$ cat src/rtl/piso_serializer.sv
// Purpose : parallel-in, serial-out shifter, LSB first, feeding a downstream SIPO
//           (serial_out -> serial_in, serial_valid -> shift).
// Latency : bit 0 on serial_out the cycle after a word is accepted; back-to-back
//           words stream with no idle cycle between frames.
// Backpressure: shift_en=0 freezes the frame and drops serial_valid; load_ready
//           is only offered in IDLE or on an enabled final cycle.
// Build option: define PISO_PARITY_EN to append one even-parity bit per frame.
module piso_serializer #(
  parameter int WIDTH = 4
) (
  input  logic             clk,
  input  logic             clr,
  input  logic [WIDTH-1:0] din,
  input  logic             load_valid,
  output logic             load_ready,
  input  logic             shift_en,
  output logic             serial_out,
  output logic             serial_valid,
  output logic             done
);

  localparam int CNT_W = $clog2(WIDTH);
  localparam logic [CNT_W-1:0] CNT_LAST = CNT_W'(WIDTH - 1);
  localparam logic [CNT_W-1:0] CNT_ONE  = CNT_W'(1);

`ifdef PISO_PARITY_EN
  typedef enum logic [1:0] {
    ST_IDLE   = 2'd0,
    ST_SHIFT  = 2'd1,
    ST_PARITY = 2'd2
  } state_t;
`else
  typedef enum logic [1:0] {
    ST_IDLE   = 2'd0,
    ST_SHIFT  = 2'd1
  } state_t;
`endif

  state_t           state;
  logic [WIDTH-1:0] shreg;
  logic [CNT_W-1:0] cnt;
`ifdef PISO_PARITY_EN
  // Parity is computed once at load so it survives the shifting of shreg.
  logic             par_q;
`endif

  logic busy;
  logic last_bit;
  logic final_cyc;
  logic accept;
  logic advance;

  assign busy     = (state != ST_IDLE);
  assign last_bit = (state == ST_SHIFT) && (cnt == CNT_LAST);

`ifdef PISO_PARITY_EN
  // The parity beat closes the frame, so it owns done and the reload slot.
  assign final_cyc = (state == ST_PARITY);
`else
  assign final_cyc = last_bit;
`endif

  // A new word can only land where it does not overwrite undelivered bits.
  assign load_ready   = !clr && (!busy || (final_cyc && shift_en));
  assign accept       = load_valid && load_ready;
  assign serial_valid = busy && shift_en && !clr;
  assign advance      = serial_valid;
  assign done         = serial_valid && final_cyc;

  // serial_out is held at 0 in IDLE so the line is quiet between frames.
  always_comb begin
    serial_out = 1'b0;
    case (state)
      ST_SHIFT:  serial_out = shreg[0];
`ifdef PISO_PARITY_EN
      ST_PARITY: serial_out = par_q;
`endif
      default:   serial_out = 1'b0;
    endcase
  end

  // Frame state machine: load, shift one bit per enabled cycle, then idle or reload.
  always_ff @(posedge clk) begin
    if (clr) begin
      state <= ST_IDLE;
      shreg <= '0;
      cnt   <= '0;
`ifdef PISO_PARITY_EN
      par_q <= 1'b0;
`endif
    end else if (accept) begin
      // Covers both a fresh start from IDLE and a back-to-back reload.
      state <= ST_SHIFT;
      shreg <= din;
      cnt   <= '0;
`ifdef PISO_PARITY_EN
      par_q <= ^din;
`endif
    end else if (advance) begin
      case (state)
        ST_SHIFT: begin
          if (last_bit) begin
`ifdef PISO_PARITY_EN
            state <= ST_PARITY;
`else
            state <= ST_IDLE;
`endif
            shreg <= '0;
            cnt   <= '0;
          end else begin
            shreg <= {1'b0, shreg[WIDTH-1:1]};
            cnt   <= cnt + CNT_ONE;
          end
        end
`ifdef PISO_PARITY_EN
        ST_PARITY: begin
          state <= ST_IDLE;
          par_q <= 1'b0;
        end
`endif
        default: state <= ST_IDLE;
      endcase
    end
  end

endmodule

$ cat config.mk
export PLATFORM = sky130hd
export DESIGN_NAME = piso_serializer
export DESIGN_NICKNAME = d
export VERILOG_FILES = /design/src/rtl/piso_serializer.sv
export SDC_FILE = /design/constraint.sdc
export NUM_CORES = 1
export LEC_CHECK = 0
export CAP_MARGIN = 10
export CORE_UTILIZATION = 27
export DETAILED_ROUTE_END_ITERATION = 12
export GPL_TIMING_DRIVEN = 0
export PLACE_DENSITY_LB_ADDON = 0.05
export SYNTH_ARGS = -nofsm -noshare
export SYNTH_HDL_FRONTEND = slang
export SYNTH_SLANG_ARGS = --single-unit
$ cat constraint.sdc
create_clock -name clk -period 1.2 [get_ports clk]
set_input_delay 0.24 -clock clk [delete_from_list [all_inputs] [get_ports clk]]
set_output_delay 0.24 -clock clk [all_outputs]
set_load 0.1 [all_outputs]
==> results.sh, run 1 <==
export IMPL_outcome="finished, violations left"
export IMPL_violations="setup timing"
export IMPL_ff2ff_setup_slack_ns=-0.09
export IMPL_grt_pass1_vias=389
export IMPL_hold_viol_final=0
export IMPL_clock_path_buffers=2
export IMPL_postSynthCellCount=41
export IMPL_detail_route_wl_per_cell_um=13.5
export IMPL_cts_root_buf="clkbuf_4"
export IMPL_cp_end_kind="output port"
export IMPL_drt_total_wl_um=1060
export IMPL_drt_initial_drc_count=4
export IMPL_rsz0062_at_grt="true"
export IMPL_die_height_um=40.0
export IMPL_cts_inserted_buffers=3
export IMPL_syn_cell_area_um2=390
export IMPL_path_clk_slew_ns=0.06
export IMPL_yosysSeqAreaShare=0.359
export IMPL_first_pass_iters=4
export IMPL_clock_sinks=7
export IMPL_max_slew_worst_pin_slew_ns=0.314
export IMPL_setup_slack_ns=-0.234
export IMPL_async_reset_ff_frac=0
export IMPL_syn2layout_area_growth_pct=79.5
export IMPL_setup_viol=7
export IMPL_ant_nets=0
export IMPL_antenna_found_initial=0
export IMPL_max_vdd_ir_drop_uv=450
export IMPL_multi_input_area_um2=270
export IMPL_synth_cell_type_count=21
export IMPL_drv_cap=0
export IMPL_r2r_cells=5
export IMPL_slowest_delay_ns=0.35
export IMPL_grt_ovfl_total=0
export IMPL_crit_fanout=3
export IMPL_grt_pass1_wl_um=1670
export IMPL_tritoncts="yes"
export IMPL_whs_path_depth=3
export IMPL_start_util=0.296
export IMPL_layout_commonest_cell="a21oi_1"
export IMPL_crit_chain="nand3b_1 -> clkinvlp_4 -> and2_4 -> buf_12"
export IMPL_io_buffers=11
export IMPL_cp_top_family="flip-flops"
export IMPL_total_power_uw=671
export IMPL_fill_cells=127
export IMPL_core_um2=1320
export IMPL_p_leak_uw=0.000275
export IMPL_post_route_min_period_ns=1.43
export IMPL_cp_num_buf_inv=2
export IMPL_drive_gt1_frac=0.460
export IMPL_synth_edf_count=0
export IMPL_fin_crit_sh=1.20
export IMPL_nNetsFinal=73
export IMPL_slew_headroom=0.790
export IMPL_drt_vias_per_instance=5.10
export IMPL_dieArea_um2=1600
export IMPL_fin_util=0.532
export IMPL_cp_depth=4
export IMPL_n_antenna_cell=0
export IMPL_drc=0
export IMPL_htree_levels=1
export IMPL_worstSetupStartpointType="register"
export IMPL_hpwl_um=657
export IMPL_syn_num_nets=50
export IMPL_hp_class="input port to register"
export IMPL_critPathArrivalTime_ns=1.19
export IMPL_slew_violations=0
export IMPL_fmax_mhz=697
export IMPL_cp_slowest_cell="dfxtp_2"
export IMPL_required_ns=0.96
export IMPL_yosys_warnings=0
export IMPL_power_density_nw_per_um2=957
export IMPL_num_rows=13
export IMPL_ys_seq_elements=7
export IMPL_ff_latch_area_um2=146
export IMPL_gp_congestion=0.659
export IMPL_synth_main_ff_cell="dfxtp_1"
export IMPL_clock_latency_ns=0.27
export IMPL_grtUsageTotal=0.164
export IMPL_syn_avg_cell_area_um2=9.52
export IMPL_pin_count=12
export IMPL_layout_common_cells="a21oi_1 (6), clkdlybuf4s50_1 (5), buf_4 (5)"
export IMPL_vias=398
export IMPL_path_class="register to output port"
export IMPL_skew_ns=0.00960
export IMPL_grt_max_degree=10
export IMPL_die_w_um=40.0
## cells in the mapped netlist (all sizes together) (2+ instances only)
| cell | count | area share |
|---|---|---|
| a21oi | 6 | 0.077 |
| nand3b | 2 | 0.038 |
| a21boi | 2 | 0.038 |
| inv | 2 | 0.019 |
| dfxtp | 7 | 0.36 |
| a32oi | 3 | 0.067 |
| mux2i | 2 | 0.051 |
| and2 | 2 | 0.035 |
| o21ai | 4 | 0.051 |
## layout make-up
type / count / share of cell area
multi-input cells: 30 / 0.386
plain buffers: 1 / 0.0179
flip-flops and latches: 7 / 0.209
inverters: 2 / 0.0161
clock buffers: 4 / 0.0375
repair buffers: 19 / 0.307
well taps: 15 / 0.0268
## worst paths after layout
| path | from | end |
|---|---|---|
| worst min register to register | shreg[1] | shreg[1] |
| worst max register to register | cnt[0] | shreg[2] |
| worst min-delay path | clr | shreg[2] |
| worst max-delay path | state[0] | done |
## power by group
group	internal (uW)	switching [uW]
Sequential	245	9.38
Clock	128	106
Combinational	91.5	91.0
Total	464	206
## flip-flops by register name, indices dropped and copies added, names as in the netlist
name   flops
shreg      4
state      1
cnt        2
## worst reg2reg max path, delay by kind of cell (launching register included)
family | cells | cell delay [ns]
buffers and inverters | 1 | 0.12
AO/OA/AOI/OAI | 2 | 0.24
AND/OR/NAND/NOR | 1 | 0.32
flip-flops | 1 | 0.36
adder cells (fa/ha/maj) | 1 | 0.19
## repair_timing
| action | CTS | global route |
|---|---|---|
| pin swaps | 4 | 10 |
| setup endpoints to repair | 8 | 8 |
| hold buffers | 0 | 0 |
| resized for setup | 46 | 8 |
| setup buffers | 5 | 4 |
## stage by stage
| step | hold WS (ns) | setup WS (ns) | instance area [um^2] | TNS (ns) | std cells |
|---|---|---|---|---|---|
| 3_3_place_gp | 0.458 | -1.50 | 552 | -6.62 | 67 |
| 3_5_place_dp | 0.478 | -1.50 | 552 | -6.75 | 67 |
| 4_1_cts | 0.482 | -0.297 | 672 | -1.05 | 76 |
| 6_report | 0.477 | -0.234 | 701 | -1.04 | 78 |
| 2_1_floorplan | 0.331 | -0.491 | 423 | -0.669 | 41 |
| 5_1_grt | 0.495 | -0.283 | 701 | -1.36 | 78 |
## logic make-up (layout without fill, tap and decap cells)
group / after synthesis / after routing / synth area share
compound gates: 18 / 18 / 0.314
fa+ha+maj: 1 / 1 / 0.0320
buf+inv: 4 / 26 / 0.0801
flops: 7 / 7 / 0.359
mux: 2 / 2 / 0.0513
simple gates: 9 / 9 / 0.163
## metal layers
metal | track usage | wire length [um]
met1 | 0.181 | 447
met3 | 0.0722 | 45
met4 | 0.0948 | 18
met5 | 0 | 0
met2 | 0.258 | 544
Note: power is estimated with default switching activity, not from simulation.
==> inputs of run 2 (changes only) <==
--- a/config.mk
+++ b/config.mk
@@ -5,7 +5,7 @@
 export SDC_FILE = /design/constraint.sdc
 export NUM_CORES = 1
 export LEC_CHECK = 0
-export CAP_MARGIN = 10
+export CAP_MARGIN = 40
 export CORE_UTILIZATION = 27
 export DETAILED_ROUTE_END_ITERATION = 12
 export GPL_TIMING_DRIVEN = 0
==> run 2 against run 1 <==
Effect of this change: the run still ends with setup timing left; utilization shrank 4.1 points; first-iteration DRC count grew 25%; global-route usage decreased by 1.5 points; worst setup slack got worse by 0.092 ns; clock power about the same; critical path depth rose by 1; critical endpoint unchanged; largest cell class unchanged.
==> results.sh, run 2 (synthesis results as in run 1) <==
export IMPL_die_w_um=40.0
export IMPL_p_leak_uw=0.000262
export IMPL_layout_common_cells="a21oi_1 (6), o21ai_0 (4), clkdlybuf4s50_1 (4), dfxtp_1 (4), buf_12 (4)"
export IMPL_fmax_mhz=655
export IMPL_critPathArrivalTime_ns=1.29
export IMPL_outcome="finished, violations left"
export IMPL_htree_levels=1
export IMPL_grtUsageTotal=0.149
export IMPL_whs_ns=0.346
export IMPL_gp_congestion=0.659
export IMPL_post_route_min_period_ns=1.53
export IMPL_use_met3=0.0500
export IMPL_cts_inserted_buffers=3
export IMPL_antenna_found_initial=0
export IMPL_layout_commonest_cell="a21oi_1"
export IMPL_r2r_end="shreg[1]"
export IMPL_setup_slack_ns=-0.326
export IMPL_start_util=0.296
export IMPL_grt_pass1_vias=383
export IMPL_drive_gt1_frac=0.400
export IMPL_dieArea_um2=1600
export IMPL_power_density_nw_per_um2=991
export IMPL_path_class="register to output port"
export IMPL_grt_max_degree=10
export IMPL_detail_route_wl_per_cell_um=12.8
export IMPL_violations="setup timing"
export IMPL_core_um2=1320
export IMPL_path_clk_slew_ns=0.06
export IMPL_hp_start="load_valid"
export IMPL_stdcell_count=75
export IMPL_r2r_cells=4
export IMPL_total_power_uw=641
export IMPL_nNetsFinal=70
export IMPL_largest_register_ff_count=4
export IMPL_max_vdd_ir_drop_uv=508
export IMPL_syn2layout_area_growth_pct=65.7
export IMPL_fin_util=0.491
export IMPL_clock_path_buffers=2
export IMPL_whs_path_depth=2
export IMPL_vias=402
export IMPL_drc=0
export IMPL_cts_root_buf="clkbuf_4"
export IMPL_crit_fanout=2
export IMPL_hold_buffers=0
export IMPL_ant_nets=0
export IMPL_use_met2=0.242
export IMPL_whs_endpoint="cnt[1]"
export IMPL_cp_end_kind="output port"
export IMPL_io_buffers=11
export IMPL_hpwl_um=696
export IMPL_clock_sinks=7
export IMPL_ff2ff_setup_slack_ns=0.04
export IMPL_crit_chain="nand3b_1 -> clkinvlp_4 -> buf_6 -> and2_4 -> buf_12"
export IMPL_fin_crit_sh=1.27
export IMPL_pin_count=12
export IMPL_regMostFlops="shreg"
export IMPL_slew_violations=0
export IMPL_tritoncts="yes"
export IMPL_drt_vias_per_instance=5.36
export IMPL_hp_class="input port to register"
export IMPL_place_ws_ns=-1.10
export IMPL_cp_slowest_cell="dfxtp_4"
export IMPL_setup_viol=4
export IMPL_num_rows=13
export IMPL_die_height_um=40.0
export IMPL_drt_initial_drc_count=5
export IMPL_hold_viol_final=0
export IMPL_top_regs="shreg x4, cnt x2, state x1"
export IMPL_use_met1=0.170
export IMPL_n_antenna_cell=0
export IMPL_grt_ovfl_total=0
export IMPL_dp_cells=71
export IMPL_drt_total_wl_um=960
export IMPL_timing_rr_start="cnt[0]"
export IMPL_rsz0062_at_grt="true"
export IMPL_drv_cap=0
export IMPL_skew_ns=0.00436
export IMPL_max_slew_worst_pin_slew_ns=0.236
export IMPL_slowest_delay_ns=0.34
export IMPL_required_ns=0.96
export IMPL_worstSetupStartpointType="register"
export IMPL_gr_max_usage_layer="met2"
export IMPL_grt_pass1_wl_um=1520
export IMPL_slew_headroom=0.838
export IMPL_clock_latency_ns=0.26
export IMPL_first_pass_iters=4
-- run 2: cell count changes in the layout (fill, tap and decap cells not counted), sizes merged --
cell and delta:
buf -3, clkdlybuf4s50 -1, dlymetal6s2s +1
-- run 2: stage by stage --
stage          setup TNS [ns]  cell area [um^2]
6_report               -0.925               647
5_1_grt                 -1.08               647
4_1_cts                -0.935               649
3_5_place_dp            -5.15               612
3_3_place_gp            -6.62               552
2_1_floorplan          -0.669               423
-- run 2: cell type report --
cell class	instances	area [um^2]
Buffer	1	12.5
Multi-Input combinational cell	30	246
Clock buffer	4	26.3
Timing Repair Buffer	16	185
Fill cell	121	671
Sequential cell	7	146
Inverter	2	11.3
Tap cell	15	18.8
-- run 2: worst max-delay path, delay by kind of cell (launching register included) --
family / cells / cell delay, ns
and+or+nand+nor: 2 / 0.29
buffers and inverters: 3 / 0.39
DFF: 1 / 0.34
-- run 2: how the worst max path moves through the flow --
stage,startpoint,end,slack [ns]
final,state[0],done,-0.33
after global routing,state[0],done,-0.37
after CTS,state[0],done,-0.33
after detailed placement,shift_en,done,-1.10
after global placement,shift_en,done,-1.50
after floorplan,state[0],done,-0.49
-- run 2: routing by layer --
metal,part of all wire,vias up,wire length [um]
met5,0,-,0
met4,0.022,0,21
met3,0.051,2,49
met2,0.48,14,465
met1,0.44,191,423
li1,-,195,-
-- run 2: power breakdown --
part / internal, uW / switching [uW]
sequential: 245 / 8.16
clock: 128 / 103
combinational: 74.0 / 82.6
-- run 2: what timing repair did --
| action | 4_1_cts | 5_1_grt |
|---|---|---|
| gates resized for setup | 15 | 2 |
| buffers inserted | 4 | 0 |
| pin swaps | 2 | 2 |
| endpoints found under the setup margin | 9 | 6 |
| cloned | 0 | 0 |
==> inputs of run 3 (changes only) <==
--- a/config.mk
+++ b/config.mk
@@ -6,8 +6,9 @@
 export NUM_CORES = 1
 export LEC_CHECK = 0
 export CAP_MARGIN = 40
-export CORE_UTILIZATION = 27
+export CORE_AREA = 2 2 39 41
 export DETAILED_ROUTE_END_ITERATION = 12
+export DIE_AREA = 0 0 41 43
 export GPL_TIMING_DRIVEN = 0
 export PLACE_DENSITY_LB_ADDON = 0.05
 export SYNTH_ARGS = -nofsm -noshare
==> run 3 against run 2 <==
Effect of this change: fmax increased by 1.1%; critical path type unchanged; non-clock buffer count rose by 1; combinational power is 3% higher; utilization shrank 1.3 points; critical endpoint unchanged; clock-buffer cell count is the same; final cell count grew 2.7%; wire length shrank 1.6%; design area up 2.3%; die area grew 10%; sequential power is essentially flat; the run still ends with setup timing left.
==> results.sh, run 3 (synthesis results as in run 1) <==
export IMPL_clock_power_share=0.347
export IMPL_switchingPower_uw=185
export IMPL_switching_share=0.292
export IMPL_crit_fanout=2
export IMPL_slew_violations=0
export IMPL_setup_slack_ns=-0.309
export IMPL_clock_latency_ns=0.26
export IMPL_clock_path_buffers=2
export IMPL_htree_levels=1
export IMPL_grtUsageTotal=0.125
export IMPL_cts_inserted_buffers=3
export IMPL_required_ns=0.96
export IMPL_grt_pass1_vias=369
export IMPL_p_leak_uw=0.000266
export IMPL_max_slew_worst_pin_slew_ns=0.276
export IMPL_critPathArrivalTime_ns=1.27
export IMPL_power_density_nw_per_um2=959
export IMPL_hp_class="input port to register"
export IMPL_drc=0
export IMPL_path_clk_slew_ns=0.06
export IMPL_first_pass_iters=4
export IMPL_clock_sinks=7
export IMPL_num_rows=14
export IMPL_syn2layout_area_growth_pct=69.6
export IMPL_setup_viol=4
export IMPL_cp_slowest_cell="dfxtp_4"
export IMPL_combPwrFrac=0.255
export IMPL_tritoncts="yes"
export IMPL_regMostFlops="shreg"
export IMPL_grt_max_degree=10
export IMPL_layout_commonest_cell="a21oi_1"
export IMPL_cts_root_buf="clkbuf_4"
export IMPL_grt_pass1_wl_um=1480
export IMPL_p_int_uw=449
export IMPL_n_antenna_cell=0
export IMPL_cp_end_kind="output port"
export IMPL_multi_input_area_um2=250
export IMPL_crit_chain="nand3b_1 -> clkinvlp_4 -> buf_6 -> and2_4 -> buf_12"
export IMPL_drt_initial_drc_count=3
export IMPL_post_route_min_period_ns=1.51
export IMPL_top_regs="shreg x4, cnt x2, state x1"
export IMPL_grt_ovfl_total=0
export IMPL_die_w_um=41
export IMPL_dieArea_um2=1760
export IMPL_hold_viol_final=0
export IMPL_tns_ns=-0.870
export IMPL_fin_crit_sh=1.26
export IMPL_core_um2=1380
export IMPL_ff2ff_setup_slack_ns=0.01
export IMPL_slew_headroom=0.816
export IMPL_nNetsFinal=71
export IMPL_worstSetupStartpointType="register"
export IMPL_outcome="finished, violations left"
export IMPL_ff_latch_area_um2=149
export IMPL_whs_ns=0.371
export IMPL_pin_count=12
export IMPL_antenna_found_initial=0
export IMPL_io_buffers=11
export IMPL_slowest_delay_ns=0.34
export IMPL_skew_ns=0.00525
export IMPL_drv_cap=0
export IMPL_p_seq_frac=0.397
export IMPL_vias=400
export IMPL_gp_congestion=0.719
export IMPL_whs_path_depth=2
export IMPL_hpwl_um=677
export IMPL_rsz0062_at_grt="true"
export IMPL_detail_route_wl_per_cell_um=12.3
export IMPL_violations="setup timing"
export IMPL_ant_nets=0
export IMPL_fill_cells=140
export IMPL_die_height_um=43
export IMPL_drive_gt1_frac=0.426
export IMPL_drt_vias_per_instance=5.19
export IMPL_r2r_cells=4
export IMPL_max_vdd_ir_drop_uv=544
export IMPL_start_util=0.282
export IMPL_path_class="register to output port"
export IMPL_total_power_uw=634
export IMPL_largest_register_ff_count=4
export IMPL_drt_total_wl_um=945
export IMPL_fmax_mhz=663
-- run 3: cell count changes in the layout (fill, tap and decap cells not counted) --
cell,previous run,this run
buf_4,3,4
dfxtp_2,2,1
mux2i_2,0,1
dfxtp_4,1,2
mux2i_1,2,1
-- run 3: power by group through the flow --
stage                     registers [uW]  clock network (uW)  logic (uW)
after CTS                            253                 228         158
after detailed placement             258                   0         156
after global routing                 253                 244         172
after floorplan                      256                   0        92.9
after global placement               257                   0         139
final                                252                 220         162
-- run 3: layout make-up --
type                    instances  area share
well taps                      16      0.0302
flip-flops and latches          7       0.225
clock buffers                   4      0.0397
inverters                       2      0.0170
multi-input cells              30       0.378
plain buffers                   1      0.0189
repair buffers                 17       0.291
-- run 3: metrics by stage --
stage	cells	util	setup WS [ns]	instance area [um^2]
after CTS	76	0.470	-0.329	651
after global routing	77	0.478	-0.366	662
after detailed placement	72	0.443	-1.10	613
final	77	0.478	-0.309	662
after global placement	68	0.400	-1.50	553
after floorplan	41	-	-0.491	423
-- run 3: repair_timing --
item,CTS,global route
pin swaps,2,4
setup buffers,4,1
endpoints found under the setup margin,9,6
resized for setup,15,4
hold buffers,0,0
hold endpoints to repair,0,0
-- run 3: layer usage --
metal,vias to the layer above,wire [um],GRT usage
li1,195,-,-
met1,191,415,0.152
met2,11,467,0.194
met3,3,41,0.0157
met4,0,21,0.0800
met5,-,0,0
-- run 3: critical path: cells and delay by family, from the launching register on --
family        cells  cell delay, ns
buf+inv           3            0.39
simple gates      2            0.29
flops             1            0.34
-- run 3: path summary, 6_finish.rpt --
kind | from | to
worst max register to register | cnt[0] | shreg[1]
worst max-delay path | state[0] | done
worst min-delay path | load_valid | cnt[1]
worst min register to register | shreg[0] | shreg[0]
